<file path="src/rtl/ibex_cheri_memchecker_pipe_if.sv">
// ---------------------------------------------------------------------------
// ibex_cheri_memchecker_pipe_if
// Bundles the signals between the LSU/prefetch side and the pipelined CHERI
// memory checker.
//   master : LSU/prefetch side. Drives the authorising capability and the
//            request/grant/rvalid bus. Receives the gated write enable, the
//            exception vector and the status flags.
//   slave  : the checker (ibex_cheri_memchecker_pipe).
// Parameter TopWidth: width of the capability top; base/address use TopWidth-1.
// ---------------------------------------------------------------------------
interface ibex_cheri_memchecker_pipe_if #(
    parameter int TopWidth = 33
);
    logic                  auth_tag_i;
    logic                  auth_sealed_i;
    logic [TopWidth-2:0]   auth_base_i;
    logic [TopWidth-1:0]   auth_top_i;
    logic [30:0]           auth_perms_i;
    logic                  data_req_i;
    logic                  data_gnt_i;
    logic                  data_rvalid_i;
    logic [TopWidth-2:0]   data_addr_i;
    logic                  data_we_i;
    logic [1:0]            data_type_i;
    logic [3:0]            data_be_i;
    logic                  data_cap_i;
    logic                  data_first_access_i;
    logic                  data_we_o;
    logic                  exc_valid_o;
    logic [7:0]            cheri_mem_exc_o;
    logic                  instr_upper_exc_o;
    logic                  busy_o;
    logic                  full_o;
    logic                  err_o;

    modport master (
        output auth_tag_i, auth_sealed_i, auth_base_i, auth_top_i, auth_perms_i,
        output data_req_i, data_gnt_i, data_rvalid_i, data_addr_i, data_we_i,
        output data_type_i, data_be_i, data_cap_i, data_first_access_i,
        input  data_we_o, exc_valid_o, cheri_mem_exc_o, instr_upper_exc_o,
        input  busy_o, full_o, err_o
    );

    modport slave (
        input  auth_tag_i, auth_sealed_i, auth_base_i, auth_top_i, auth_perms_i,
        input  data_req_i, data_gnt_i, data_rvalid_i, data_addr_i, data_we_i,
        input  data_type_i, data_be_i, data_cap_i, data_first_access_i,
        output data_we_o, exc_valid_o, cheri_mem_exc_o, instr_upper_exc_o,
        output busy_o, full_o, err_o
    );
endinterface

</file>
<file path="src/rtl/ibex_cheri_memchecker_pipe.sv">
// ---------------------------------------------------------------------------
// ibex_cheri_memchecker_pipe
// Pipelined CHERI memory-access checker. Every granted request is checked
// against the authorising capability. The resulting exception vector is queued
// and released in order with the matching rvalid, with zero latency.
//
// Ports:
//   clk_i  : clock
//   rst_i  : asynchronous active-high reset
//   bus    : ibex_cheri_memchecker_pipe_if.slave. It carries the capability,
//            the request/grant/rvalid bus, data_we_o, exc_valid_o,
//            cheri_mem_exc_o, instr_upper_exc_o, busy_o, full_o and err_o.
//
// Parameters: DataMem (1 data port, 0 instruction port), MaxOutstanding
// (FIFO depth 1..8), TopWidth (capability top width).
//
// Optional feature macro: CHERI_MEMCHECK_STABLE_OUT_EN
//   When it is defined, cheri_mem_exc_o/instr_upper_exc_o hold the last popped
//   value between responses. When it is undefined, they read 0 whenever no pop
//   occurs.
// ---------------------------------------------------------------------------
module ibex_cheri_memchecker_pipe #(
    parameter bit DataMem        = 1'b1,
    parameter int MaxOutstanding = 2,
    parameter int TopWidth       = 33
) (
    input  logic                          clk_i,
    input  logic                          rst_i,
    ibex_cheri_memchecker_pipe_if.slave   bus
);
    localparam int AW = TopWidth - 1;
    localparam int EW = TopWidth + 1;
    localparam int PW = (MaxOutstanding > 1) ? $clog2(MaxOutstanding) : 1;
    localparam int CW = $clog2(MaxOutstanding + 1);

    // ---------------- combinational check ----------------
    logic [1:0]    w_lsb;
    logic [AW-1:0] w_start;
    logic [3:0]    w_size;
    logic [EW-1:0] w_start_ext;
    logic [EW-1:0] w_end;
    logic [EW-1:0] w_end4;
    logic          w_length;
    logic          w_upper;
    logic [7:0]    w_vec;
    logic          w_unused;

    // The lowest enabled byte gives the real start of a sub-word access.
    // With no byte enable set, the low bits are 3.
    always_comb begin
        w_lsb = 2'd3;
        if (DataMem) begin
            if (bus.data_be_i[0])      w_lsb = 2'd0;
            else if (bus.data_be_i[1]) w_lsb = 2'd1;
            else if (bus.data_be_i[2]) w_lsb = 2'd2;
            else                       w_lsb = 2'd3;
        end else begin
            w_lsb = 2'd0;
        end
    end

    always_comb begin
        w_size = 4'd2;
        if (!DataMem)             w_size = 4'd2;
        else if (bus.data_cap_i)  w_size = 4'd8;
        else begin
            case (bus.data_type_i)
                2'b00:   w_size = 4'd4;
                2'b01:   w_size = 4'd2;
                2'b10:   w_size = 4'd1;
                default: w_size = 4'd8;
            endcase
        end
    end

    assign w_start     = {bus.data_addr_i[AW-1:2], w_lsb};
    // The two extra high bits keep start+size from wrapping past the top.
    assign w_start_ext = {2'b00, w_start};
    assign w_end       = w_start_ext + {{(EW-4){1'b0}}, w_size};
    assign w_end4      = w_start_ext + {{(EW-3){1'b0}}, 3'd4};
    assign w_length    = (w_start_ext < {2'b00, bus.auth_base_i}) ||
                         (w_end > {1'b0, bus.auth_top_i});
    assign w_upper     = !DataMem && (w_end4 > {1'b0, bus.auth_top_i});

    assign w_vec[0] = ~bus.auth_tag_i;
    assign w_vec[1] = bus.auth_sealed_i;
    assign w_vec[2] = ~DataMem & ~bus.auth_perms_i[1];
    assign w_vec[3] = DataMem & ~bus.data_we_i & ~bus.auth_perms_i[2];
    assign w_vec[4] = DataMem & bus.data_we_i & ~bus.auth_perms_i[3];
    assign w_vec[5] = w_length;
    assign w_vec[6] = bus.data_cap_i & ~bus.data_we_i & ~bus.auth_perms_i[4];
    assign w_vec[7] = bus.data_cap_i & bus.data_we_i & ~bus.auth_perms_i[5];

    assign bus.data_we_o = bus.data_we_i & ~|w_vec;

    assign w_unused = ^{bus.auth_perms_i[30:6], bus.auth_perms_i[0],
                        bus.data_addr_i[1:0], bus.data_first_access_i,
                        bus.data_be_i, bus.data_type_i};

    // ---------------- in-order exception FIFO ----------------
    logic [8:0]    r_mem [MaxOutstanding];
    logic [PW-1:0] r_wr_ptr, r_rd_ptr;
    logic [CW-1:0] r_count;
    logic [7:0]    r_last;
    logic          r_err;

    logic          w_push, w_pop, w_empty, w_full;
    logic          w_push_ok, w_overflow, w_underflow;
    logic [8:0]    w_entry, w_head, w_out;
    logic [PW-1:0] w_wr_ptr_inc, w_rd_ptr_inc;

    assign w_empty     = (r_count == '0);
    assign w_full      = (r_count == CW'(MaxOutstanding));
    assign w_push      = bus.data_req_i & bus.data_gnt_i;
    assign w_pop       = bus.data_rvalid_i & ~w_empty;
    // A pop frees the head slot in the same cycle, so a push into a full FIFO
    // is fine while it is popped.
    assign w_push_ok   = w_push & (~w_full | w_pop);
    assign w_overflow  = w_push & w_full & ~w_pop;
    assign w_underflow = bus.data_rvalid_i & w_empty;

    // The second half of a split access inherits the faults of the first half.
    assign w_entry = (DataMem && !bus.data_first_access_i) ?
                     {w_upper, w_vec | r_last} : {w_upper, w_vec};

    assign w_wr_ptr_inc = (r_wr_ptr == PW'(MaxOutstanding - 1)) ? '0 : r_wr_ptr + 1'b1;
    assign w_rd_ptr_inc = (r_rd_ptr == PW'(MaxOutstanding - 1)) ? '0 : r_rd_ptr + 1'b1;
    assign w_head       = r_mem[r_rd_ptr];

    always_ff @(posedge clk_i or posedge rst_i) begin
        if (rst_i) begin
            for (int i = 0; i < MaxOutstanding; i++) r_mem[i] <= '0;
            r_wr_ptr <= '0;
            r_rd_ptr <= '0;
            r_count  <= '0;
            r_last   <= '0;
            r_err    <= 1'b0;
        end else begin
            if (w_push_ok) begin
                r_mem[r_wr_ptr] <= w_entry;
                r_wr_ptr        <= w_wr_ptr_inc;
            end
            if (w_pop) r_rd_ptr <= w_rd_ptr_inc;
            if (w_push_ok && !w_pop)      r_count <= r_count + 1'b1;
            else if (!w_push_ok && w_pop) r_count <= r_count - 1'b1;
            if (DataMem && w_push && bus.data_first_access_i) r_last <= w_vec;
            if (w_overflow || w_underflow) r_err <= 1'b1;
        end
    end

`ifdef CHERI_MEMCHECK_STABLE_OUT_EN
    logic [8:0] r_out;
    always_ff @(posedge clk_i or posedge rst_i) begin
        if (rst_i)      r_out <= '0;
        else if (w_pop) r_out <= w_head;
    end
    // The head bypasses the output register, so the pop cycle has no latency.
    assign w_out = w_pop ? w_head : r_out;
`else
    assign w_out = w_pop ? w_head : 9'd0;
`endif

    assign bus.exc_valid_o       = w_pop;
    assign bus.cheri_mem_exc_o   = w_out[7:0];
    assign bus.instr_upper_exc_o = w_out[8];
    assign bus.busy_o            = ~w_empty;
    assign bus.full_o            = w_full;
    assign bus.err_o             = r_err;
endmodule

</file>
<file path="src/flat_wrapper.sv">
// flat-port wrapper written by rule: the top's interface ports become plain ports
module ibex_cheri_memchecker_pipe_flat 
#(
    parameter bit DataMem        = 1'b1,
    parameter int MaxOutstanding = 2,
    parameter int TopWidth       = 33
)
  (clk_i, rst_i, bus_auth_tag_i, bus_auth_sealed_i, bus_auth_base_i, bus_auth_top_i, bus_auth_perms_i, bus_data_req_i, bus_data_gnt_i, bus_data_rvalid_i, bus_data_addr_i, bus_data_we_i, bus_data_type_i, bus_data_be_i, bus_data_cap_i, bus_data_first_access_i, bus_data_we_o, bus_exc_valid_o, bus_cheri_mem_exc_o, bus_instr_upper_exc_o, bus_busy_o, bus_full_o, bus_err_o);
  ibex_cheri_memchecker_pipe_if #(.TopWidth(TopWidth)) bus_i ();
  input  logic clk_i;
  input  logic rst_i;
  input wire logic [$bits(bus_i.auth_tag_i)-1:0] bus_auth_tag_i;
  input wire logic [$bits(bus_i.auth_sealed_i)-1:0] bus_auth_sealed_i;
  input wire logic [$bits(bus_i.auth_base_i)-1:0] bus_auth_base_i;
  input wire logic [$bits(bus_i.auth_top_i)-1:0] bus_auth_top_i;
  input wire logic [$bits(bus_i.auth_perms_i)-1:0] bus_auth_perms_i;
  input wire logic [$bits(bus_i.data_req_i)-1:0] bus_data_req_i;
  input wire logic [$bits(bus_i.data_gnt_i)-1:0] bus_data_gnt_i;
  input wire logic [$bits(bus_i.data_rvalid_i)-1:0] bus_data_rvalid_i;
  input wire logic [$bits(bus_i.data_addr_i)-1:0] bus_data_addr_i;
  input wire logic [$bits(bus_i.data_we_i)-1:0] bus_data_we_i;
  input wire logic [$bits(bus_i.data_type_i)-1:0] bus_data_type_i;
  input wire logic [$bits(bus_i.data_be_i)-1:0] bus_data_be_i;
  input wire logic [$bits(bus_i.data_cap_i)-1:0] bus_data_cap_i;
  input wire logic [$bits(bus_i.data_first_access_i)-1:0] bus_data_first_access_i;
  output wire logic [$bits(bus_i.data_we_o)-1:0] bus_data_we_o;
  output wire logic [$bits(bus_i.exc_valid_o)-1:0] bus_exc_valid_o;
  output wire logic [$bits(bus_i.cheri_mem_exc_o)-1:0] bus_cheri_mem_exc_o;
  output wire logic [$bits(bus_i.instr_upper_exc_o)-1:0] bus_instr_upper_exc_o;
  output wire logic [$bits(bus_i.busy_o)-1:0] bus_busy_o;
  output wire logic [$bits(bus_i.full_o)-1:0] bus_full_o;
  output wire logic [$bits(bus_i.err_o)-1:0] bus_err_o;
  assign bus_i.auth_tag_i = bus_auth_tag_i;
  assign bus_i.auth_sealed_i = bus_auth_sealed_i;
  assign bus_i.auth_base_i = bus_auth_base_i;
  assign bus_i.auth_top_i = bus_auth_top_i;
  assign bus_i.auth_perms_i = bus_auth_perms_i;
  assign bus_i.data_req_i = bus_data_req_i;
  assign bus_i.data_gnt_i = bus_data_gnt_i;
  assign bus_i.data_rvalid_i = bus_data_rvalid_i;
  assign bus_i.data_addr_i = bus_data_addr_i;
  assign bus_i.data_we_i = bus_data_we_i;
  assign bus_i.data_type_i = bus_data_type_i;
  assign bus_i.data_be_i = bus_data_be_i;
  assign bus_i.data_cap_i = bus_data_cap_i;
  assign bus_i.data_first_access_i = bus_data_first_access_i;
  assign bus_data_we_o = bus_i.data_we_o;
  assign bus_exc_valid_o = bus_i.exc_valid_o;
  assign bus_cheri_mem_exc_o = bus_i.cheri_mem_exc_o;
  assign bus_instr_upper_exc_o = bus_i.instr_upper_exc_o;
  assign bus_busy_o = bus_i.busy_o;
  assign bus_full_o = bus_i.full_o;
  assign bus_err_o = bus_i.err_o;
  ibex_cheri_memchecker_pipe #(.DataMem(DataMem), .MaxOutstanding(MaxOutstanding), .TopWidth(TopWidth)) u_core (.clk_i(clk_i), .rst_i(rst_i), .bus(bus_i));
endmodule
</file>
<file path="config.mk">
export PLATFORM = sky130hd
export DESIGN_NAME = ibex_cheri_memchecker_pipe_flat
export DESIGN_NICKNAME = d
export VERILOG_FILES = /design/src/rtl/ibex_cheri_memchecker_pipe_if.sv /design/src/rtl/ibex_cheri_memchecker_pipe.sv /design/src/flat_wrapper.sv
export SDC_FILE = /design/constraint.sdc
export NUM_CORES = 1
export LEC_CHECK = 0
export CAP_MARGIN = 10
export CORE_ASPECT_RATIO = 0.8
export CORE_UTILIZATION = 47
export CTS_CLUSTER_DIAMETER = 80
export DETAILED_ROUTE_END_ITERATION = 12
export GPL_TIMING_DRIVEN = 1
export PLACE_DENSITY = 0.91
export SYNTH_ARGS = -nofsm -noshare
export SYNTH_HDL_FRONTEND = slang
export SYNTH_SLANG_ARGS = --single-unit
</file>
<file path="constraint.sdc">
create_clock -name clk_i -period 12.1 [get_ports clk_i]
set_clock_uncertainty 0.15 [all_clocks]
set_input_delay 1.815 -clock clk_i [delete_from_list [all_inputs] [get_ports clk_i]]
set_output_delay 1.815 -clock clk_i [all_outputs]
set_load 0.02 [all_outputs]
</file>
==> qor.yml <==
synth:
  synth_edf_count: 0
  synth_top_area_share_pct: 24.62
  yosys_warnings: 0
  async_reset_ff_share_pct: 100.0
  ys.flop_type: "dfrtp_1"
  netlist_instances: 447
  synth_cell_types: 48
  avgSynthCellArea_um2: 7.846
  synth_seq_area_share_pct: 18.55
  synth_area_leader_cell: "ha_1"
  synth.area.top_cells: "ha_1 (25%), dfrtp_1 (19%), inv_1 (8.1%)"
  syn_area_um2: 3507
  ys_ff_latch: 26
place:
  gp_congestion: 0.8939
  numPortBuffers: 125
  pre_cts_ws_ps: 2946
  hpwl_mm: 7.849
die:
  coreArea_um2: 7061
  dieHeight_um: 79.26
  row_count: 27
  io_pins: 158
  chipWidth_um: 98.58
  design.die.area_um2: 7813
  floorplan.initialDensity_pct: 49.67
setup_path:
  path_cells: "clkdlybuf4s50_1, nor3b_1, ha_1, inv_1, fa_1, nor2b_1, o21ai_1, nand2b_1, nor2b_1, and4_1, nand4_1, xnor2_1, ha_1, nand4_1, or4_1, nand3b_1, a22oi_2, nor3b_2, clkdlybuf4s50_1"
  critPathArrivalTime_ps: 7180
  setup.worst_path.start_class: "input port"
  r2r_start: "u_core.r_count[0]"
  crit_path_max_fanout: 7
  path_class: "in -> out"
  cp-end-kind: "output pin"
  rrSetupSlack_ps: 10190
  crit_required_ps: 10140
  cp_slowest_stage_delay_ps: 620
  critPathSlowestCell: "clkdlybuf4s50_1"
  cp-startpoint: "bus_data_cap_i"
cts:
  cts_buffer_depth: 2
  clk_pin_slew_worst_paths_ps: 90
  post_cts_buffers: 0
  ctsHoldBuffers: 0
  cts-resized-gates: 0
  cts_buffers: 3
  cts.htree.levels: 1
  clock_sinks: 26
  cts_tree: "built"
  cts-root-buf: "clkbuf_8"
  clkLatencyLatePin_ps: 270
flow_run:
  maxCapViolCount: 0
global_route:
  busiest_layer: "met2"
  use_met3_pct: 3.521
  grt_pass1_wl_mm: 15.10
  grt.total_usage_pct: 23.34
  grt_pass1_vias: 3523
  gr-total-overflow: 0
  grt_use_met1_pct: 28.72
  grt_antenna_before_repair: 0
  use_met2_pct: 43.73
  grt_max_degree: 27
layout:
  fillCellCount: 569
  diodes: 0
  finish.net_count: 785
  area.sequential_um2: 650.6
  drive_gt1_share_pct: 2.807
  multiInputGateArea_um2: 2534
  area_growth_pct: 39.49
sta:
  tightest_slew_ps: 952.6
  report.final.slew_viol_count: 0
  rsz0062_at_grt: "false"
  tns_ps: 0
  period_share_pct: 75.61
  max_freq_ghz: 0.1093
  setup_slack_ps: 2951
  slew_headroom_pct: 36.43
  setup_viol: 0
  hold_viol_final: 0
  fin_crit_ps: 9149
pwr:
  ir_drop_mv: 0.06162
  powerDensity_nw_per_um2: 88.99
  power_leakage_nw: 2.392
worst_hold_path:
  min_path_type: "reg -> reg"
  min-delay-start: "u_core.r_mem[6]"
drt:
  dr_total_vias: 3497
  ant_nets: 0
  viasPerCell: 5.323
  dr.pass1.iters: 4
  drc: 0
  routed_wl_mm: 8.906
  drtIter0Drc: 88
  routedWlPerCell_um: 13.56
status:
  status: "completed"
==> final cells by class <==
cell class | instances | share of cell area [%]
tap | 87 | 2.225
clock buffer | 4 | 1.125
timing repair buffer | 126 | 25.73
multi-input combinational | 338 | 51.79
sequential | 26 | 13.30
inverter | 76 | 5.831
==> cell usage in the layout (no fill, tap or decap), types with 4 or more instances in the layout <==
master           Yosys  layout
clkdlybuf4s50_1      0     125
inv_1               76      76
ha_1                69      69
nand2_1             38      38
nor2_1              31      31
a21oi_1             30      30
xnor2_1             27      27
dfrtp_1             26      26
nand3_1             16      16
nand4_1             14      14
o21ai_1             10      10
mux2i_1              9       9
o21ai_0              9       9
nor2b_1              9       9
a21o_1               9       9
xor2_1               8       8
and4_1               6       6
nand2b_1             5       5
a211oi_1             5       5
and3_1               5       5
nor3_1               4       4
mux2_2               4       4
clkbuf_8             0       4
==> kinds of logic after synthesis <==
group / Yosys count / synth area share [%]
AO/OA/AOI/OAI: 81 / 14.66
XOR/XNOR: 35 / 8.741
adder cells (fa/ha/maj): 70 / 25.19
buffers and inverters: 84 / 9.311
flip-flops: 26 / 18.55
multiplexers: 13 / 3.853
other: 1 / 0.1069
AND/OR/NAND/NOR: 137 / 19.59
==> metal layers <==
metal / part of all wire [%] / wire length [um]
met5: 0 / 0
met4: 0.97 / 86
met3: 5.1 / 457
met2: 50 / 4410
met1: 44 / 3951
==> where the power goes <==
part | internal, mW | switching (mW)
Sequential | 0.119 | 0.0287
Combinational | 0.124 | 0.109
Clock | 0.0291 | 0.0259
Total | 0.272 | 0.163
==> cells in the mapped netlist, types with 2 or more instances <==
cell       count
a21o_1         9
ha_1          69
o21ai_1       10
nor2b_1        9
and4_1         6
clkbuf_1       3
and3_1         5
a211oi_1       5
nand3_1       16
nor3_1         4
a2111oi_2      2
a21oi_1       30
dfrtp_1       26
xnor2_1       27
xor2_1         8
o21ai_0        9
nand4_1       14
buf_4          2
buf_2          3
o211ai_1       2
mux2i_1        9
inv_1         76
mux2_2         4
a31oi_1        2
nand2_1       38
a21boi_0       2
nor2_1        31
or2_2          2
nand2b_1       5
==> critical path, delay by kind of cell <==
| kind | cells | cell delay (ps) |
|---|---|---|
| AOI/OAI and AO/OA | 2 | 360 |
| adders and majority gates | 3 | 880 |
| and+or+nand+nor | 10 | 2750 |
| buffers and inverters | 3 | 1200 |
| xor gates and xnor gates | 1 | 160 |
==> registers in the layout, indices dropped and copies added (netlist names) <==
signal and count:
u_core.r_count 2, u_core.r_wr_ptr 1, u_core.bus.err_o 1, u_core.r_mem 14, u_core.r_rd_ptr 1, u_core.r_last 7
==> per-stage QoR <==
step | hold WS [ps] | instance area (um2) | util [%] | instances | total power, mW
final | 341.8 | 4892 | 69.29 | 657 | 0.4354
after global routing | 361.1 | 4892 | 69.29 | 657 | 0.4739
after CTS | 345.2 | 4892 | 69.29 | 657 | 0.4371
after detailed placement | 325.8 | 4837 | 68.51 | 653 | 0.3813
after global placement | 307.0 | 4837 | 68.51 | 653 | 0.3678
after floorplan | 294.4 | 3511 | - | 448 | 0.2800
==> final timing paths <==
check                               endpoint  depth (start not counted)
max                            bus_data_we_o                         19
min                          u_core.r_mem[6]                          2
max reg2reg                u_core.r_count[1]                          6
min reg2reg                  u_core.r_mem[6]                          2
max in group asynchronous   u_core.r_mem[14]                          2
min in group asynchronous    u_core.r_mem[0]                          2
Power figures use the tool's default switching activity.
